<file path="src/rtl/mem_access_unit_pkg.sv">
// Shared definitions for the memory-stage access unit: opcodes, bus sizes, FSM states.
package mem_access_unit_pkg;

    localparam logic [2:0] MEMOP_LB  = 3'd0;
    localparam logic [2:0] MEMOP_LBU = 3'd1;
    localparam logic [2:0] MEMOP_LH  = 3'd2;
    localparam logic [2:0] MEMOP_LHU = 3'd3;
    localparam logic [2:0] MEMOP_LW  = 3'd4;
    localparam logic [2:0] MEMOP_SB  = 3'd5;
    localparam logic [2:0] MEMOP_SH  = 3'd6;
    localparam logic [2:0] MEMOP_SW  = 3'd7;

    localparam logic [1:0] SZ_B = 2'd0;
    localparam logic [1:0] SZ_H = 2'd1;
    localparam logic [1:0] SZ_W = 2'd2;

    typedef enum logic [2:0] {
        StIdle  = 3'd0,
        StReq   = 3'd1,
        StWait  = 3'd2,
        StDone  = 3'd3,
        StDrain = 3'd4
    } state_e;

    function automatic logic op_is_store(input logic [2:0] op);
        return (op == MEMOP_SB) || (op == MEMOP_SH) || (op == MEMOP_SW);
    endfunction

    function automatic logic op_is_half(input logic [2:0] op);
        return (op == MEMOP_LH) || (op == MEMOP_LHU) || (op == MEMOP_SH);
    endfunction

    function automatic logic op_is_word(input logic [2:0] op);
        return (op == MEMOP_LW) || (op == MEMOP_SW);
    endfunction

    function automatic logic [1:0] op_size(input logic [2:0] op);
        logic [1:0] sz;
        case (op)
            MEMOP_LB, MEMOP_LBU, MEMOP_SB: sz = SZ_B;
            MEMOP_LH, MEMOP_LHU, MEMOP_SH: sz = SZ_H;
            default:                       sz = SZ_W;
        endcase
        return sz;
    endfunction

endpackage

</file>
<file path="src/rtl/mem_access_unit_load_ext.sv">
// Load lane select and sign/zero extension of a raw bus word.
module mem_access_unit_load_ext
    import mem_access_unit_pkg::*;
(
    input  logic [2:0]  op_i,
    input  logic [1:0]  addr_lo_i,
    input  logic [31:0] raw_i,
    output logic [31:0] rdata_o
);

    logic [7:0]  byte_sel;
    logic [15:0] half_sel;

    // Pick the addressed lane, then extend according to the opcode.
    always_comb begin
        unique case (addr_lo_i)
            2'd0: byte_sel = raw_i[7:0];
            2'd1: byte_sel = raw_i[15:8];
            2'd2: byte_sel = raw_i[23:16];
            2'd3: byte_sel = raw_i[31:24];
        endcase
        half_sel = addr_lo_i[1] ? raw_i[31:16] : raw_i[15:0];
        case (op_i)
            MEMOP_LB:  rdata_o = {{24{byte_sel[7]}}, byte_sel};
            MEMOP_LBU: rdata_o = {24'h0, byte_sel};
            MEMOP_LH:  rdata_o = {{16{half_sel[15]}}, half_sel};
            MEMOP_LHU: rdata_o = {16'h0, half_sel};
            default:   rdata_o = raw_i;
        endcase
    end

endmodule

</file>
<file path="src/rtl/mem_access_unit.sv">
// Memory-stage access unit: drives one SRAM-like req/addr_ok/data_ok transaction per
// load/store, flags misaligned addresses, and stalls the pipeline until the access completes.
module mem_access_unit
    import mem_access_unit_pkg::*;
#(
    parameter bit MAP_KSEG = 1'b1
) (
    input  logic        clk,
    input  logic        rst,
    input  logic        mem_en_i,
    input  logic [2:0]  mem_op_i,
    input  logic [31:0] addr_i,
    input  logic [31:0] wdata_i,
    input  logic        flush_i,
    input  logic        stall_ext_i,
    output logic        stall_o,
    output logic [31:0] rdata_o,
    output logic        adel_o,
    output logic        ades_o,
    output logic [31:0] badvaddr_o,
    output logic        data_req,
    output logic        data_wr,
    output logic [1:0]  data_size,
    output logic [31:0] data_addr,
    output logic [3:0]  data_wstrb,
    output logic [31:0] data_wdata,
    input  logic        data_addr_ok,
    input  logic        data_data_ok,
    input  logic [31:0] data_rdata
);

    state_e      state_q, state_d;
    logic [2:0]  op_q, op_d;
    logic [31:0] addr_q, addr_d;
    logic [3:0]  wstrb_q, wstrb_d;
    logic [31:0] wdata_q, wdata_d;
    logic [31:0] rdata_q, rdata_d;

    logic        mis;
    logic        is_store;
    logic        valid;
    logic [3:0]  wstrb_new;
    logic [31:0] wdata_new;
    logic        capture;
    logic        rdata_we;
    logic [31:0] ext_data;

    // Alignment check and write-lane preparation straight from the M-stage inputs.
    always_comb begin
        is_store   = op_is_store(mem_op_i);
        mis        = (op_is_half(mem_op_i) & addr_i[0]) |
                     (op_is_word(mem_op_i) & (|addr_i[1:0]));
        adel_o     = mem_en_i & mis & ~is_store;
        ades_o     = mem_en_i & mis & is_store;
        badvaddr_o = addr_i;
        valid      = mem_en_i & ~mis & ~flush_i;

        wstrb_new = 4'b0000;
        wdata_new = wdata_i;
        case (mem_op_i)
            MEMOP_SB: begin
                wstrb_new = 4'b0001 << addr_i[1:0];
                wdata_new = {4{wdata_i[7:0]}};
            end
            MEMOP_SH: begin
                wstrb_new = addr_i[1] ? 4'b1100 : 4'b0011;
                wdata_new = {2{wdata_i[15:0]}};
            end
            MEMOP_SW: wstrb_new = 4'b1111;
            default:  wstrb_new = 4'b0000;
        endcase
    end

    // Transaction FSM: next state, capture enable and load-result write enable.
    always_comb begin
        state_d  = state_q;
        capture  = 1'b0;
        rdata_we = 1'b0;
        unique case (state_q)
            StIdle: begin
                if (valid) begin
                    capture = 1'b1;
                    state_d = StReq;
                end
            end
            StReq: begin
                if (data_addr_ok) begin
                    if (data_data_ok) begin
                        if (flush_i) begin
                            state_d = StIdle;
                        end else begin
                            state_d  = StDone;
                            rdata_we = 1'b1;
                        end
                    end else begin
                        state_d = flush_i ? StDrain : StWait;
                    end
                end else if (flush_i) begin
                    state_d = StIdle;
                end
            end
            StWait: begin
                if (data_data_ok) begin
                    if (flush_i) begin
                        state_d = StIdle;
                    end else begin
                        state_d  = StDone;
                        rdata_we = 1'b1;
                    end
                end else if (flush_i) begin
                    state_d = StDrain;
                end
            end
            StDrain: begin
                if (data_data_ok) begin
                    state_d = StIdle;
                end
            end
            StDone: begin
                if (!stall_ext_i) begin
                    state_d = StIdle;
                end
            end
            default: state_d = StIdle;
        endcase

        // Stores complete on data_ok too, but carry no result for the register file.
        rdata_we = rdata_we & ~op_is_store(op_q);

        op_d    = capture ? mem_op_i : op_q;
        addr_d  = capture ? addr_i : addr_q;
        wstrb_d = capture ? wstrb_new : wstrb_q;
        wdata_d = capture ? wdata_new : wdata_q;
        rdata_d = rdata_we ? ext_data : rdata_q;
    end

    // Bus-facing outputs are driven only from captured state so they stay stable in REQ.
    always_comb begin
        data_req   = (state_q == StReq);
        data_wr    = op_is_store(op_q);
        data_size  = op_size(op_q);
        data_wstrb = wstrb_q;
        data_wdata = wdata_q;
        if (MAP_KSEG && (addr_q[31:30] == 2'b10)) begin
            data_addr = {3'b000, addr_q[28:0]};
        end else begin
            data_addr = addr_q;
        end
        rdata_o = rdata_q;
        // DONE is deliberately excluded so a completed access releases the pipeline.
        stall_o = (valid & ((state_q == StIdle) | (state_q == StReq) | (state_q == StWait))) |
                  (state_q == StDrain);
    end

    mem_access_unit_load_ext u_load_ext (
        .op_i      (op_q),
        .addr_lo_i (addr_q[1:0]),
        .raw_i     (data_rdata),
        .rdata_o   (ext_data)
    );

    // State and captured-access registers.
    always_ff @(posedge clk or posedge rst) begin
        if (rst) begin
            state_q <= StIdle;
            op_q    <= 3'd0;
            addr_q  <= 32'h0;
            wstrb_q <= 4'h0;
            wdata_q <= 32'h0;
            rdata_q <= 32'h0;
        end else begin
            state_q <= state_d;
            op_q    <= op_d;
            addr_q  <= addr_d;
            wstrb_q <= wstrb_d;
            wdata_q <= wdata_d;
            rdata_q <= rdata_d;
        end
    end

endmodule
</file>
<file path="config.mk">
export PLATFORM = sky130hd
export DESIGN_NAME = mem_access_unit
export DESIGN_NICKNAME = d
export VERILOG_FILES = /design/src/rtl/mem_access_unit_pkg.sv /design/src/rtl/mem_access_unit_load_ext.sv /design/src/rtl/mem_access_unit.sv
export SDC_FILE = /design/constraint.sdc
export NUM_CORES = 1
export LEC_CHECK = 0
export ABC_AREA = 1
export CELL_PAD_IN_SITES_DETAIL_PLACEMENT = 1
export CELL_PAD_IN_SITES_GLOBAL_PLACEMENT = 2
export CORE_ASPECT_RATIO = 1.1
export CORE_MARGIN = 2
export CORE_UTILIZATION = 21
export CTS_CLUSTER_SIZE = 40
export DETAILED_ROUTE_END_ITERATION = 16
export PLACE_DENSITY = 0.88
export SLEW_MARGIN = 20
export SYNTH_ARGS = -nofsm -noshare
export SYNTH_HDL_FRONTEND = slang
export SYNTH_HIERARCHICAL = 1
export SYNTH_SLANG_ARGS = --single-unit
</file>
<file path="constraint.sdc">
create_clock -name clk -period 3.8 [get_ports clk]
set_input_delay 1.14 -clock clk [delete_from_list [all_inputs] [get_ports clk]]
set_output_delay 1.14 -clock clk [all_outputs]
set_load 0.05 [all_outputs]
</file>
# After elaboration in Yosys (flattened, before gate mapping)
# Cells that the tools add are included.
totals:
  elab_cells: 88
  mem_bits_ro: 0
  latch_bits: 0
  mem_count: 0
  out_inout_bits: 139
  reg_bits: 106
  ram_bits: 0
  in_bits: 106
op_classes:
  div_mod_pow: 0
  multipliers: 0
  muxes: 25
  n_eq_ne: 25
  n_reduce_logical: 14
  add_sub_neg: 0
  n_shift: 1
  n_lt_le_gt_ge: 0
  bitwise: 17
ops:
  columns: ["cell", "n"]
  rows:
  - ["case mux 32 bit (4 select lines)", 1]
  - ["case mux 32 bit (2 select lines)", 1]
  - ["2-to-1 mux 32 bit", 1]
  - ["case mux 8 bit (4 select lines)", 1]
  - ["2-to-1 mux 3 bit", 9]
  - ["equality test 3 bit, second input constant", 8]
  - ["equality test 3 x 2 -> 1 bit, second input constant", 6]
  - ["2-to-1 mux 16 bit", 1]
  - ["case mux 3 bit (5 select lines)", 1]
  - ["case mux 4 bit (3 select lines)", 1]
  - ["bitwise AND 1 bit", 9]
  - ["logical OR 1 bit", 7]
  - ["equality test 2 bit, second input constant", 3]
  - ["equality test 3 x 1 -> 1 bit, second input constant", 2]
  - ["zero test 3 bit", 2]
  - ["!= test 2 bit, second input constant", 3]
  - ["OR reduction 3 bit", 2]
  - ["2-to-1 mux 1 bit", 5]
  - ["AND reduction 5 bit", 1]
  - ["2-to-1 mux 4 bit", 1]
  - ["inverter 1 bit", 4]
  - ["bitwise OR 1 bit", 4]
  - ["case mux 2 bit (2 select lines)", 1]
  - ["<< shifter 1 x 2 -> 4 bit, first input constant", 1]
  - ["other kinds (7)", 7]

# Depth between registers and ports, before layout
depth:
  ltp_word: 10
  mapped_depth: 10
  depth_no_buf: 9

# By module
# Netlist, hierarchy kept.
by_module_without_submodules:
  columns: ["module", "seq_area_each_um2", "cells_per_inst", "instances", "area_each_um2"]
  rows:
  - ["mem_access_unit", 2652.5, 640, 1, 5225.0]
  - ["mem_access_unit_load_ext", 0.0, 170, 1, 848.3]

# Least setup slack after synthesis
# No wires, ideal clock.
synth_timing:
  path_kind: "in2out"
  startpoint: "input port mem_op_i[1]"
  endpoint: "output port adel_o"
  setup_slack_ns: -0.086
  t_arrival_ns: 2.746
  path_stages: 5
  path_buffers: 0
  required_ns: 2.660
  path_cell_list: "inv_2 > nand3_2 > nand2_2 > nor2_1 > nor3b_1"
synth_via:
  elab_chain_cells: 7
  word_cells_on_any_way: 17
  classes_between: "6 x eq/ne; 6 x bitwise; 5 x reduce/logical"
synth_lines:
  columns: ["element", "line_no", "source"]
  rows:
  - ["start: declaration", "mem_access_unit.sv:11", "input logic [2:0] mem_op_i,"]
  - ["equality test 3 x 2 -> 1 bit", "mem_access_unit_pkg.sv:30", "return (op == MEMOP_LH) || (op == MEMOP_LHU) || (op == MEMOP_SH);"]
  - ["logical OR 1 bit (2 in series)", "mem_access_unit_pkg.sv:30", null]
  - ["bitwise AND 1 bit", "mem_access_unit.sv:51", "mis = (op_is_half(mem_op_i) & addr_i[0]) |"]
  - ["bitwise OR 1 bit", "mem_access_unit.sv:51", null]
  - ["bitwise AND 1 bit", "mem_access_unit.sv:53", "adel_o = mem_en_i & mis & ~is_store;"]
  - ["bitwise AND 1 bit (*)", "mem_access_unit.sv:53", null]
  - ["end: declaration", "mem_access_unit.sv:18", "output logic adel_o,"]
# Every way passes the cells marked *; elsewhere a longest branch is shown, timed or not.

# Final worst setup path
layout_timing:
  startpoint: "input port mem_op_i[0]"
  endpoint: "output port adel_o"
# Same word-level chain as after synthesis.

==> flow_summary.yaml <==
outcome:
  status: "finished, final reports clean"
grt:
  gr-total-overflow: 0
  grt_max_degree: 107
  grt_first_pass_wirelength_um: 33980
  grt_pass1_vias: 5997
  antenna_found_initial: 0
  grt_use_total_pct: 14.09
route:
  drt-vias-per-instance: 4.244
  routedWlPerCell_um: 15.70
  dr.pass1.iters: 5
  drc: 0
  wl_um: 21320
  num_vias: 5763
  postRouteAntennaNets: 0
  dr.first_iter.drc_count: 264
critical_path:
  end_kind: "output pin"
  r2r_start: "addr_q[1]"
  crit_type: "input pin to output pin"
  worstPathMaxFanout: 5
  r2r_slack_ps: 1800
  cp.required_ps: 2660
  ff2ff_path_depth: 10
  r2r-end: "rdata_o[9]"
  critPathArrivalTime_ps: 2520
  cp-start-kind: "input pin"
pwr:
  finalPower_mw: 7.850
  vdd.ir_drop.worst_uv: 461.6
  power.leakage_nw: 4.229
  power_density_nw_per_um2: 902.5
die:
  pin_count: 245
  initial_utilization_pct: 21.28
  core_um2: 28550
  die_h_um: 182.4
  rows: 65
  die-area_um2: 30300
  fp.dieW_um: 166.1
finish:
  mostFrequentLayoutCells: "nand2_1, clkdlybuf4s50_1, dfrtp_1"
  drive_gt1_share_pct: 11.52
  antenna_cells: 0
  instances_no_fill: 1358
  fin_area_um2: 8698
  area_growth_pct: 43.22
  final_common_cell: "nand2_1"
  layout.nets: 1091
  fillers: 3448
  regArea_um2: 2653
  fin_util_pct: 30.47
  multi_input_area_um2: 2559
clock_network:
  cts_sinks: 106
  cts.path.max_buffers: 2
  clock-root-buffer: "clkbuf_16"
  cts_tree: "done"
  numCtsBuffers: 9
  clkLatencyLatePin_ps: 360
  htree_levels: 3
  path_clk_slew_ps: 80
logic_synthesis:
  ys_seq_area_share_pct: 43.68
  syn_inst: 810
  yosys_warnings: 6
  synth.cell_area_um2: 6073
  synth_nets: 916
  synth_seq_cells: 106
  synth_cell_types: 29
  avgSynthCellArea_um2: 7.498
hold_path:
  min-delay-start: "rdata_o[31]"
  worstHoldPathCells: 2
  hold_path_class: "flop to flop"
  holdPathEnd: "rdata_o[31]"
timing:
  rsz0062_at_grt: "false"
  maxSlewHeadroom_pct: 59.11
  slew_viol_final: 0
  setup_viol: 0
  period_share_pct: 96.24
  max_freq_mhz: 273.4
  final-hold-violation-count: 0
  worst_pin_slew_ps: 613.4
  whs_ps: 475.1
  fin_tns_setup_ps: 0
  setup_ws_ps: 142.9
  clock_skew_ps: 16.13
  min_period_ps: 3657
placed_design:
  dp_slack_ps: 42.71
  hpwlAfterDp_um: 15970
  placed_area_um2: 8369
  gp_congestion: 0.7952
  dp.cells: 1342
  port-buffer-count: 244
job:
  drv_cap: 0
area by class of cell:
class | count | area share, %
clock buffer | 9 | 2.589
clock inverter | 7 | 1.050
inverter | 33 | 1.467
multi-input combinational | 572 | 29.42
sequential | 106 | 30.49
tap | 368 | 5.293
timing repair buffer | 263 | 29.69
cell families after synthesis:
kind of cell	share of synthesized area, %
and+or+nand+nor	33.66
AOI/OAI and AO/OA	7.994
buffers and inverters	14.67
DFF	43.68
power by group:
part | switching (mW) | leakage [nW] | internal (mW)
Combinational | 3.33 | 2.74 | 1.53
Sequential | 0.337 | 1.34 | 1.64
Clock | 0.527 | 0.152 | 0.477
critical path, cell delays in order:
cell and delay (ps):
clkdlybuf4s50_1 580, nor2_2 70, nand2_1 80, nand2_2 60, nor2_1 150, nor3b_2 270
buf_12 170
worst max-delay path by stage:
stage          endpoint         from  slack (ps)
2_1_floorplan   stall_o  mem_op_i[1]          60
3_3_place_gp    stall_o  mem_op_i[1]          40
3_5_place_dp    stall_o  mem_op_i[1]          40
4_1_cts         stall_o  mem_op_i[1]          40
5_1_grt         stall_o  mem_op_i[1]           5
6_report         adel_o  mem_op_i[0]         140
registers in the layout, indices dropped and copies added (netlist names):
register,flops
rdata_o,32
state_q,3
data_wstrb,4
data_wdata,32
addr_q,32
op_q,3
what timing repair did:
action | CTS | global route
setup endpoints to repair | 0 | 3
setup buffers | 0 | 0
hold buffers | 0 | 0
gates resized for setup | 0 | 6
Yosys cell counts:
master	n	area, µm²
o22ai_1	1	6.260
nand2_4	1	11.26
clkbuf_1	7	26.28
nor2_2	2	12.51
nor3b_1	1	7.510
o211ai_1	1	7.510
clkbuf_2	1	5.000
nand2_1	359	1348
buf_6	18	202.7
nor3_4	3	48.80
o21ai_1	10	50.05
inv_2	8	30.03
buf_2	6	30.03
nand2_2	4	25.02
nor2_1	29	108.9
a21boi_0	2	15.01
a22oi_1	1	7.510
inv_1	25	93.84
nand3_4	1	17.52
nand3_1	72	360.4
nand3_2	7	70.07
buf_4	67	503.0
o21ai_2	9	78.83
nor3_1	2	10.01
nand4_1	2	12.51
dfrtp_1	106	2653
a21oi_1	27	135.1
o21ai_0	37	185.2
nand4_2	1	12.51
per-layer routing:
metal	global-route usage, %	vias up	share of wire, %
li1	-	2849	-
met1	18.34	2723	44
met2	23.27	176	47
met3	4.034	15	7.0
met4	3.096	0	1.1
met5	0	-	0
No activity file was read; power rests on OpenSTA's default activity.
